**config.mk**
```make
export PLATFORM = sky130hd
export DESIGN_NAME = seg_display_sched
export DESIGN_NICKNAME = d
export VERILOG_FILES = /design/src/rtl/seg_display_sched.sv
export SDC_FILE = /design/constraint.sdc
export NUM_CORES = 1
export LEC_CHECK = 0
export CAP_MARGIN = 20
export CORE_ASPECT_RATIO = 0.8
export CORE_MARGIN = 1
export CORE_UTILIZATION = 40
export CTS_BUF_LIST = sky130_fd_sc_hd__clkbuf_4 sky130_fd_sc_hd__clkbuf_8
export DETAILED_ROUTE_END_ITERATION = 16
export SYNTH_ARGS = -nofsm -noshare
export SYNTH_HDL_FRONTEND = slang
export SYNTH_SLANG_ARGS = --single-unit
```
**constraint.sdc**
```tcl
create_clock -name clk -period 3 [get_ports clk]
set_clock_uncertainty 0.05 [all_clocks]
set_input_delay 0.9 -clock clk [delete_from_list [all_inputs] [get_ports clk]]
set_output_delay 0.9 -clock clk [all_outputs]
set_load 0.05 [all_outputs]
```
**src/rtl/seg_display_sched.sv**
```systemverilog
// rtl/seg_display_sched.sv - round-robin time-sharing of a 4-digit BCD display
module seg_display_sched #(
    parameter int N_REQ       = 3,
    parameter int HOLD_CYCLES = 50_000_000
) (
    input  logic                 clk,
    input  logic                 rst,
    input  logic [N_REQ-1:0]     req,
    input  logic [14*N_REQ-1:0]  req_bin,
    input  logic [3*N_REQ-1:0]   req_dot,
    output logic [N_REQ-1:0]     gnt,
    output logic                 busy,
    output logic [15:0]          disp_data,
    output logic [2:0]           disp_dot,
    output logic [1:0]           disp_src,
    output logic                 ovf
);

    localparam int HW = (HOLD_CYCLES > 1) ? $clog2(HOLD_CYCLES) : 1;

    typedef enum logic [1:0] {
        IDLE     = 2'd0,
        CONV     = 2'd1,
        LOAD_OUT = 2'd2,
        SHOW     = 2'd3
    } state_t;

    state_t         state;
    logic [1:0]     last;
    logic [13:0]    bin_sr;
    logic [15:0]    bcd;
    logic [2:0]     dot_cap;
    logic [1:0]     src_cap;
    logic           ovf_pend;
    logic [3:0]     step;
    logic [HW-1:0]  hold;

    logic           found;
    logic [1:0]     win;
    logic [13:0]    win_bin;
    logic [2:0]     win_dot;
    logic [15:0]    bcd_adj;

    // Round-robin search: first requester set, starting just after the last winner
    always_comb begin
        int          idx;
        logic [N_REQ-1:0] sh;
        found = 1'b0;
        win   = '0;
        idx   = 0;
        sh    = '0;
        for (int k = 1; k <= N_REQ; k++) begin
            idx = (int'(last) + k) % N_REQ;
            sh  = req >> idx;
            if (!found && sh[0]) begin
                found = 1'b1;
                win   = 2'(idx);
            end
        end
    end

    // Winner's value and dot position, selected by shifting the packed request buses
    always_comb begin
        win_bin = 14'(req_bin >> (14 * win));
        win_dot = 3'(req_dot >> (3 * win));
    end

    // Shift-add-3 correction: every BCD nibble of 5 or more gets +3 before the shift
    always_comb begin
        bcd_adj = bcd;
        for (int i = 0; i < 4; i++) begin
            if (bcd[4*i +: 4] >= 4'd5) begin
                bcd_adj[4*i +: 4] = bcd[4*i +: 4] + 4'd3;
            end
        end
    end

    // Scheduler FSM: arbitrate, convert, load display, hold, with all outputs registered
    always_ff @(posedge clk) begin
        if (rst) begin
            state     <= IDLE;
            last      <= 2'(N_REQ - 1);
            gnt       <= '0;
            busy      <= 1'b0;
            ovf       <= 1'b0;
            disp_data <= 16'hFFFF;
            disp_dot  <= 3'd7;
            disp_src  <= 2'd0;
            bin_sr    <= '0;
            bcd       <= '0;
            dot_cap   <= 3'd7;
            src_cap   <= '0;
            ovf_pend  <= 1'b0;
            step      <= '0;
            hold      <= '0;
        end else begin
            gnt <= '0;
            case (state)
                IDLE: begin
                    if (found) begin
                        gnt      <= N_REQ'(1) << win;
                        last     <= win;
                        src_cap  <= win;
                        bin_sr   <= win_bin;
                        dot_cap  <= win_dot;
                        ovf_pend <= (win_bin > 14'd9999);
                        bcd      <= '0;
                        step     <= '0;
                        busy     <= 1'b1;
                        state    <= CONV;
                    end
                end
                CONV: begin
                    bcd    <= {bcd_adj[14:0], bin_sr[13]};
                    bin_sr <= {bin_sr[12:0], 1'b0};
                    step   <= step + 4'd1;
                    if (step == 4'd13) begin
                        state <= LOAD_OUT;
                    end
                end
                LOAD_OUT: begin
                    disp_data <= ovf_pend ? 16'hFFFF : bcd;
                    disp_dot  <= dot_cap;
                    disp_src  <= src_cap;
                    ovf       <= ovf_pend;
                    hold      <= '0;
                    state     <= SHOW;
                end
                SHOW: begin
                    hold <= hold + 1'b1;
                    if (hold == HW'(HOLD_CYCLES - 1)) begin
                        busy  <= 1'b0;
                        state <= IDLE;
                    end
                end
                default: begin
                    state <= IDLE;
                    busy  <= 1'b0;
                end
            endcase
        end
    end

endmodule

```
==> results.md, run 1 <==
- Pin count of the biggest net entering global routing: 64
- Die Height: 104 µm
- DRT iter0 DRCs: 264
- Syn_nets: 748
- Worst-margin pin slew: 0.727 ns
- Routed vias/inst: 5.42
- DRT Pass-1 Iters: 5
- Initial antenna violation count: 0
- Worst path buffer plus inverter count: 4
- Unrepaired setup endpoints after global routing: yes
- Die span in x: 130 µm
- I/O pin cnt: 82
- Hold slack: 0.417 ns
- Final setup viols: 0
- Crit path max fanout: 5
- ANT nets after route: 0
- Worst R2R Setup Slack: 0.09 ns
- TritonCTS clock tree: built
- Vias: 5144
- Pwr per Cell Area: 1090 nW/µm²
- Layout Cells excl Fill: 949
- Synth top area share: 36.2%
- Diode count: 0
- Tightest Hold Check Type: reg -> reg
- Leakage power: 2.59 nW
- H-tree depth: 3
- Minimum clock period: 2.93 ns
- VDD IR max: 0.567 mV
- Share of layout cells above drive strength 1: 16.5%
- Post-Place Cells: 925
- Vias in the first global route: 4951
- EDFF count, synth: 0
- Final-stage net count: 850
- Worst slack, placed: -0.279 ns
- Final TNS setup: 0 ns
- Synth Instances: 667
- GP Congestion: 0.827
- Clock Latency Late Sink: 0.37 ns
- First-pass GRT wire length: 23.0 mm
- Site row count: 37
- WP data required: 3.25 ns
- Flops & latches, synth: 95
- Asr flop ratio synth: 0%
- Reg area: 1910 µm²
- Total grt overflow: 0
- Max Root-Sink Buffers: 2
- Die area: 13600 µm²
- Tcrit/Tclk final: 97.6%
- Area leader, netlist: dfxtp_1
- Core Region: 12800 µm²
- Filler Cell Count: 1164
- Max Cap Viol: 0
- CP Cell Sequence: clkdlybuf4s50_1 -> buf_4 -> nand2_1 -> a2111oi_4 -> o22ai_4 -> and2_4 -> buf_6 -> clkbuf_16 -> a311oi_4 -> nand4_1 -> o211ai_1
- Ys Warns: 0
- Critical path startpoint category: input port
- Final-report hold violation count: 0
- Register area share after synthesis: 36.2%
- Fin. max-slew vios: 0
- Slew margin rel.: 51.4%
- Critical Path Sink Type: register
- Drt total wl: 14.2 mm
- Delay-heaviest family, CP: buffers and inverters
- Most common library cells after synthesis: dfxtp_1 (95), nand2_1 (91), nor2_1 (69)
- Synth Area per Inst: 7.87 µm²
- Area of the multi-input gates: 3290 µm²
- CP max-delay cell: clkdlybuf4s50_1
- Worst setup path class: in -> reg
- Top FF cell, synth: dfxtp_1
- WP data arrival: 3.18 ns
- Clock Sink Count: 95
- Cts hold-fix bufs: 0
- Detailed placement HPWL: 9.80 mm
- Root buffer cell: clkbuf_8
- Initial Util: 40.9%
- WL per Instance: 14.9 µm
- Clock-pin slew on the worst setup and hold paths: 0.09 ns
- DRC violation count after routing: 0
- Synth area leaders: dfxtp_1 (36%), nand2_1 (6.5%), ha_1 (6.0%)
- Synth unique cells: 64
- GRT Total Usage: 20.9%
- Final worst setup slack: 0.0728 ns
- Outcome: completed
- Port bufs: 81
- Max Clk Rate: 342 MHz
- Most frequent cell after synthesis: dfxtp_1
- Critical Path Max Stage Delay: 0.58 ns
- Post-Synthesis Cell Area: 5250 µm²
- TritonCTS Buffers: 9
- Area growth from synthesis to layout: 33.4%
## timing repair
action	4_1_cts	5_1_grt
cloned	0	3
pin swaps	1	15
setup endpoints to repair	7	27
resized for setup	8	48
setup buffers	0	5
## sequential cells by signal, summed over array words and instances (netlist names)
name	flops
hold	26
bcd	16
disp_data	16
bin_sr	14
step	4
disp_dot	3
dot_cap	3
gnt	3
disp_src	2
last	2
state	2
busy	1
ovf	1
ovf_pend	1
src_cap	1
## tightest hold or removal path: cells and delay by family (launching register included)
family,cells,cell delay (ns)
AOI/OAI and AO/OA,1,0.05
DFF,1,0.32
and+or+nand+nor,1,0.05
## layout make-up
type	count	share of cell area, %
Tap cell	175	3.13
Clock inverter	5	0.822
Sequential cell	95	27.2
Timing Repair Buffer	135	18.7
Clock buffer	11	2.07
Multi-Input combinational cell	508	46.9
Inverter	20	1.07
## final timing paths
kind / start / to / cells after the start
worst max-delay path: req[1] / ovf_pend / 11
worst min-delay path: bin_sr[0] / bin_sr[0] / 2
worst max register to register: last[1] / bin_sr[2] / 15
worst min register to register: bin_sr[0] / bin_sr[0] / 2
## kinds of logic after synthesis
logic type	count (synthesis)	synth area share, %
AO/OA/AOI/OAI	188	22.4
adder cells (fa/ha/maj)	25	5.96
AND/OR/NAND/NOR	263	23.9
flip-flops	95	36.2
multiplexers	25	5.08
buffers and inverters	64	5.27
XOR/XNOR	7	1.17
## layout by cell type, fill, tap and decap left out, types with 4 or more instances in the layout
| master | count |
|---|---|
| a211o_1 | 5 |
| a211oi_1 | 5 |
| a211oi_2 | 4 |
| a21o_1 | 4 |
| a21oi_1 | 61 |
| a22oi_1 | 12 |
| a31oi_1 | 7 |
| and3_1 | 7 |
| buf_4 | 41 |
| buf_6 | 6 |
| clkbuf_8 | 10 |
| clkdlybuf4s50_1 | 78 |
| dfxtp_1 | 93 |
| ha_1 | 19 |
| ha_4 | 4 |
| inv_1 | 15 |
| inv_2 | 5 |
| mux2_2 | 8 |
| mux2i_1 | 11 |
| mux2i_2 | 4 |
| nand2_1 | 91 |
| nand2b_1 | 10 |
| nand3_1 | 27 |
| nand3b_1 | 7 |
| nand4_1 | 8 |
| nor2_1 | 67 |
| nor2b_1 | 6 |
| nor3_1 | 10 |
| o211ai_1 | 5 |
| o21ai_0 | 55 |
| or2_2 | 4 |
| xnor2_1 | 5 |
## where the power goes
part | internal (mW) | total (mW) | switching [mW]
combinational | 2.32 | 5.15 | 2.84
sequential | 1.49 | 1.63 | 0.143
clock | 0.416 | 0.870 | 0.454
total | 4.22 | 7.65 | 3.43
## layer usage
| layer | global-route usage [%] | vias to the layer above | part of all wire, % |
|---|---|---|---|
| li1 | - | 2562 | - |
| met4 | 5.56 | 0 | 1.3 |
| met2 | 34.3 | 104 | 47 |
| met3 | 4.06 | 18 | 3.9 |
| met1 | 27.7 | 2460 | 47 |
| met5 | 0 | - | 0 |
## per-stage QoR
| step | power [mW] | util, % | cell area [µm²] |
|---|---|---|---|
| after floorplan | 4.42 | - | 5260 |
| after global placement | 5.84 | 50.2 | 6440 |
| after detailed placement | 5.90 | 50.2 | 6440 |
| after CTS | 6.92 | 52.1 | 6680 |
| after global routing | 8.20 | 54.6 | 7000 |
| final | 7.65 | 54.6 | 7000 |
No activity file was read; power rests on OpenSTA's default activity.
==> inputs of run 2 (changes only) <==
--- a/config.mk
+++ b/config.mk
@@ -6,11 +6,14 @@
 export NUM_CORES = 1
 export LEC_CHECK = 0
 export CAP_MARGIN = 20
+export CELL_PAD_IN_SITES_DETAIL_PLACEMENT = 1
+export CELL_PAD_IN_SITES_GLOBAL_PLACEMENT = 2
 export CORE_ASPECT_RATIO = 0.8
 export CORE_MARGIN = 1
-export CORE_UTILIZATION = 40
+export CORE_UTILIZATION = 29
 export CTS_BUF_LIST = sky130_fd_sc_hd__clkbuf_4 sky130_fd_sc_hd__clkbuf_8
 export DETAILED_ROUTE_END_ITERATION = 16
+export PLACE_DENSITY_LB_ADDON = 0.1
 export SYNTH_ARGS = -nofsm -noshare
 export SYNTH_HDL_FRONTEND = slang
 export SYNTH_SLANG_ARGS = --single-unit
==> results.md, run 2 (same netlist as run 1, synthesis figures left out) <==
- Outcome: completed
- Critical Path Sink Type: register
- Max Clk Rate: 338 MHz
- WP data required: 3.26 ns
- Max Root-Sink Buffers: 2
- Core Region: 17500 µm²
- Minimum clock period: 2.95 ns
- Vias: 5223
- Initial Util: 29.9%
- Reg-to-Reg End: bin_sr[8]
- Hold endpoint: bin_sr[0]
- Diode count: 0
- GP Congestion: 0.800
- TritonCTS Buffers: 9
- Leakage power: 2.67 nW
- Area growth from synthesis to layout: 40.5%
- H-tree depth: 3
- DRC violation count after routing: 0
- Crit path max fanout: 6
- Clock Sink Count: 95
- Die Height: 122 µm
- Port bufs: 81
- Slew margin rel.: 50.6%
- I/O pin cnt: 82
- Commonest non-fill, non-tap cell in the layout: dfxtp_1
- DRT Pass-1 Iters: 6
- Tcrit/Tclk final: 98.5%
- Fin. max-slew vios: 0
- DRT iter0 DRCs: 156
- Total grt overflow: 0
- Drt total wl: 17.4 mm
- Detailed placement HPWL: 12.0 mm
- Regs by FF count: hold (26), bcd (16), disp_data (16)
- Clock Latency Late Sink: 0.37 ns
- Post-DP Area: 6550 µm²
- Worst-margin pin slew: 0.742 ns
- Worst hold path depth: 2
- Pwr per Cell Area: 1140 nW/µm²
- R2R depth: 14
- Routed vias/inst: 5.19
- Worst setup path class: in -> reg
- Final-report hold violation count: 0
- Initial antenna violation count: 0
- TritonCTS clock tree: built
- Most frequent cells in the layout: dfxtp_1 (93), nand2_1 (87), clkdlybuf4s50_1 (78)
- VDD IR max: 0.454 mV
- Site row count: 43
- ANT nets after route: 0
- Root buffer cell: clkbuf_8
- Largest register FFs: 26
- Share of layout cells above drive strength 1: 20.7%
- Design Area, Final: 7370 µm²
- Final setup viols: 0
- First-pass GRT wire length: 27.7 mm
- Clock-pin slew on the worst setup and hold paths: 0.09 ns
- Die span in x: 152 µm
- Vias in the first global route: 5509
- Overall Power: 8.41 mW
- Hold path startpoint: bin_sr[0]
- Pin count of the biggest net entering global routing: 64
- Tightest Hold Check Type: reg -> reg
- Critical Path Max Stage Delay: 0.46 ns
- GRT Total Usage: 18.6%
- Cts hold-fix bufs: 0
- Die area: 18600 µm²
- Final-stage net count: 861
- Max Cap Viol: 0
- Top reg by flops: hold
- CP Cell Sequence: clkdlybuf4s50_1 -> mux2_2 -> a32oi_4 -> buf_4 -> o221a_4 -> o21ai_1 -> a31oi_4 -> buf_6 -> nand2_2 -> a21oi_2
- WP data arrival: 3.22 ns
- WL per Instance: 17.3 µm
- Reg2reg start: last[1]
- Worst R2R Setup Slack: 0.12 ns
- CP max-delay cell: clkdlybuf4s50_1
- Critical path startpoint category: input port
run 2: worst max path at each step:
stage,from,endpoint
finish,req[0],bin_sr[5]
global route,req[0],bin_sr[8]
CTS,last[0],bin_sr[7]
detailed placement,req[2],dot_cap[1]
global placement,req[2],dot_cap[0]
floorplan,last[0],ovf_pend
run 2: metrics by stage:
step | utilization, % | setup WS (ns) | cells | hold slack (ns) | TNS, ns
floorplan | - | 0.0191 | 667 | 0.385 | 0
global route | 42.0 | -0.0579 | 1006 | 0.447 | -0.107
global placement | 37.4 | -0.239 | 980 | 0.398 | -4.75
detailed placement | 37.4 | -0.315 | 980 | 0.407 | -7.92
finish | 42.0 | 0.0456 | 1006 | 0.413 | 0
CTS | 39.3 | 0.000596 | 998 | 0.419 | 0
run 2: cell type report:
type | count | area, µm²
well taps | 225 | 282
repair buffers | 145 | 1400
clock buffers | 9 | 124
fillers | 2054 | 10200
clock inverters | 3 | 15.0
inverters | 20 | 80.1
multi-input cells | 509 | 3560
flip-flops and latches | 95 | 1910
run 2: critical path: cells and delay by family:
family	cells	cell delay (ns)
buffers and inverters	3	0.77
muxes	1	0.33
AOI/OAI and AO/OA	5	1.17
and+or+nand+nor	1	0.05
run 2: power by group:
group,leakage [nW],switching [mW],total (mW),internal [mW]
clock network,0.0764,0.441,0.720,0.279
logic,1.82,3.31,6.04,2.73
registers,0.774,0.162,1.65,1.49
run 2: repair_timing:
action                     in CTS  in global routing
pin swaps                       9                 30
setup endpoints to repair      25                 25
cloned                          1                  1
gates resized for setup        33                 79
setup buffers                   5                  7
run 2: metal layers:
layer	part of all wire (%)	global-route usage [%]	routed length [µm]	up-vias
li1	-	-	-	2578
met1	48	23.2	8320	2574
met2	48	33.3	8420	54
met3	2.2	3.67	387	17
met4	1.4	4.61	235	0
met5	0	0	0	-
==> inputs of run 3 (changes only) <==
--- a/config.mk
+++ b/config.mk
@@ -12,8 +12,11 @@
 export CORE_MARGIN = 1
 export CORE_UTILIZATION = 29
 export CTS_BUF_LIST = sky130_fd_sc_hd__clkbuf_4 sky130_fd_sc_hd__clkbuf_8
+export CTS_CLUSTER_SIZE = 24
 export DETAILED_ROUTE_END_ITERATION = 16
 export PLACE_DENSITY_LB_ADDON = 0.1
+export RECOVER_POWER = 50
+export REMOVE_ABC_BUFFERS = 1
 export SYNTH_ARGS = -nofsm -noshare
 export SYNTH_HDL_FRONTEND = slang
 export SYNTH_SLANG_ARGS = --single-unit
==> results.md, run 3 (same netlist as run 1, synthesis figures left out) <==
- Worst setup path class: reg -> reg
- Tightest Hold Check Type: reg -> reg
- Total grt overflow: 0
- WP data required: 3.21 ns
- Port bufs: 81
- Reg2reg start: last[1]
- DRC violation count after routing: 0
- Initial antenna violation count: 0
- Slew margin rel.: 8.24%
- Largest register FFs: 26
- Post-layout util: 41.2%
- H-tree depth: 3
- Root buffer cell: clkbuf_8
- Hold path startpoint: bin_sr[0]
- Unrepaired setup endpoints after global routing: yes
- Pin count of the biggest net entering global routing: 64
- Commonest non-fill, non-tap cell in the layout: dfxtp_1
- I/O pin cnt: 82
- Die span in x: 152 µm
- WP data arrival: 3.16 ns
- Top reg by flops: hold
- Crit path max fanout: 5
- CP Cell Sequence: buf_6 -> buf_4 -> buf_4 -> ha_1 -> mux2_4 -> a2111oi_4 -> o22ai_4 -> buf_6 -> buf_4 -> a21oi_1 -> a31oi_2 -> nor4_2 -> o211ai_1
- Regs by FF count: hold (26), bcd (16), disp_data (16)
- Filler Cell Count: 2086
- Routed vias/inst: 5.15
- Worst-margin pin slew: 1.38 ns
- Cell mode on critical path: buf_4
- Die Height: 122 µm
- Clock Sink Count: 95
- Die area: 18600 µm²
- Critical Path Max Stage Delay: 0.37 ns
- Clock Latency Late Sink: 0.38 ns
- GP Congestion: 0.799
- Final setup viols: 0
- Overall Power: 7.93 mW
- R2R depth: 13
- Diode count: 0
- Tcrit/Tclk final: 98.6%
- Leakage power: 2.64 nW
- Vias in the first global route: 5365
- Final-report hold violation count: 0
- Final-stage net count: 861
- GRT Total Usage: 17.6%
- Core Region: 17500 µm²
- Vias: 5199
- Metal3 WL: 485 µm
- ANT nets after route: 0
- Final TNS setup: 0 ns
- Wl on met1: 7.67 mm
- Most frequent cells in the layout: dfxtp_1 (93), nand2_1 (90), nor2_1 (66)
- DRT iter0 DRCs: 203
- Site row count: 43
- WL met2: 7.84 mm
- Area of the multi-input gates: 3350 µm²
- Max Cap Viol: 0
- Critical Path End: ovf_pend
- DRT Pass-1 Iters: 6
- Fin. max-slew vios: 0
- Final worst setup slack: 0.0423 ns
- Cts hold-fix bufs: 0
- Drt total wl: 16.2 mm
- Reg area: 1910 µm²
- First-pass GRT wire length: 26.2 mm
- Delay-heaviest family, CP: compound AO/OA/AOI/OAI gates
- TritonCTS Buffers: 9
- Area growth from synthesis to layout: 37.5%
- Top layer reached by signal wires: met4
- Worst slack, placed: -0.464 ns
- Detailed placement HPWL: 11.3 mm
- Critical path startpoint category: register
- WL per Instance: 16.1 µm
- Stages on worst setup path: 13
- Worst path buffer plus inverter count: 5
- CP max-delay cell: dfxtp_4
- Max Clk Rate: 338 MHz
- Initial Util: 29.9%
- Hold slack: 0.422 ns
- Max Root-Sink Buffers: 2
- Worst R2R Setup Slack: 0.04 ns
- Critical Path Sink Type: register
- CP startpoint: last[1]
- Clock-pin slew on the worst setup and hold paths: 0.10 ns
- Outcome: completed
- VDD IR max: 0.467 mV
- Pwr per Cell Area: 1100 nW/µm²
- Minimum clock period: 2.96 ns
- TritonCTS clock tree: built
- Reg-to-Reg End: ovf_pend
- Share of layout cells above drive strength 1: 17.8%
[run 3: worst min-delay path by stage]
stage / to / depth (start not counted)
floorplan: bin_sr[0] / 2
global placement: bin_sr[0] / 2
detailed placement: dot_cap[1] / 1
CTS: bin_sr[0] / 2
global route: bin_sr[0] / 2
finish: bin_sr[0] / 2
[run 3: what timing repair did]
item / CTS / global route
gates cloned: 2 / 0
pin swaps: 10 / 13
setup endpoints to repair: 37 / 43
hold endpoints to repair: 0 / 0
buffers inserted: 5 / 6
resized for setup: 25 / 44
[run 3: layout make-up]
cell class | count | area share [%]
multi-input combinational | 509 | 46.5
clock buffer | 11 | 2.10
sequential | 95 | 26.5
timing repair buffer | 145 | 18.5
clock inverter | 5 | 1.44
inverter | 20 | 1.11
tap | 225 | 3.90
[run 3: layer usage]
layer | vias up | global-route usage [%]
li1 | 2590 | -
met1 | 2521 | 21.1
met2 | 67 | 31.8
met3 | 21 | 3.64
met4 | 0 | 5.18
met5 | - | 0
[run 3: power breakdown]
group | switching [mW] | internal (mW) | total, mW
Sequential | 0.139 | 1.49 | 1.63
Clock | 0.469 | 0.600 | 1.07
Combinational | 2.96 | 2.27 | 5.23
Total | 3.57 | 4.36 | 7.93
[run 3: metrics by stage]
step                instance area, µm²  instances
floorplan                         5050        623
global placement                  6560        981
detailed placement                6560        981
CTS                               6980       1004
global route                      7220       1010
finish                            7220       1010
[run 3: worst register-to-register path: stages (launching register included)]
cell and delay, ns:
dfxtp_4 0.37, buf_6 0.12, buf_4 0.12, buf_4 0.13, ha_1 0.21, mux2_4 0.37, a2111oi_4 0.34, o22ai_4 0.14
buf_6 0.14, buf_4 0.14, a21oi_1 0.20, a31oi_2 0.07, nor4_2 0.33, o211ai_1 0.11
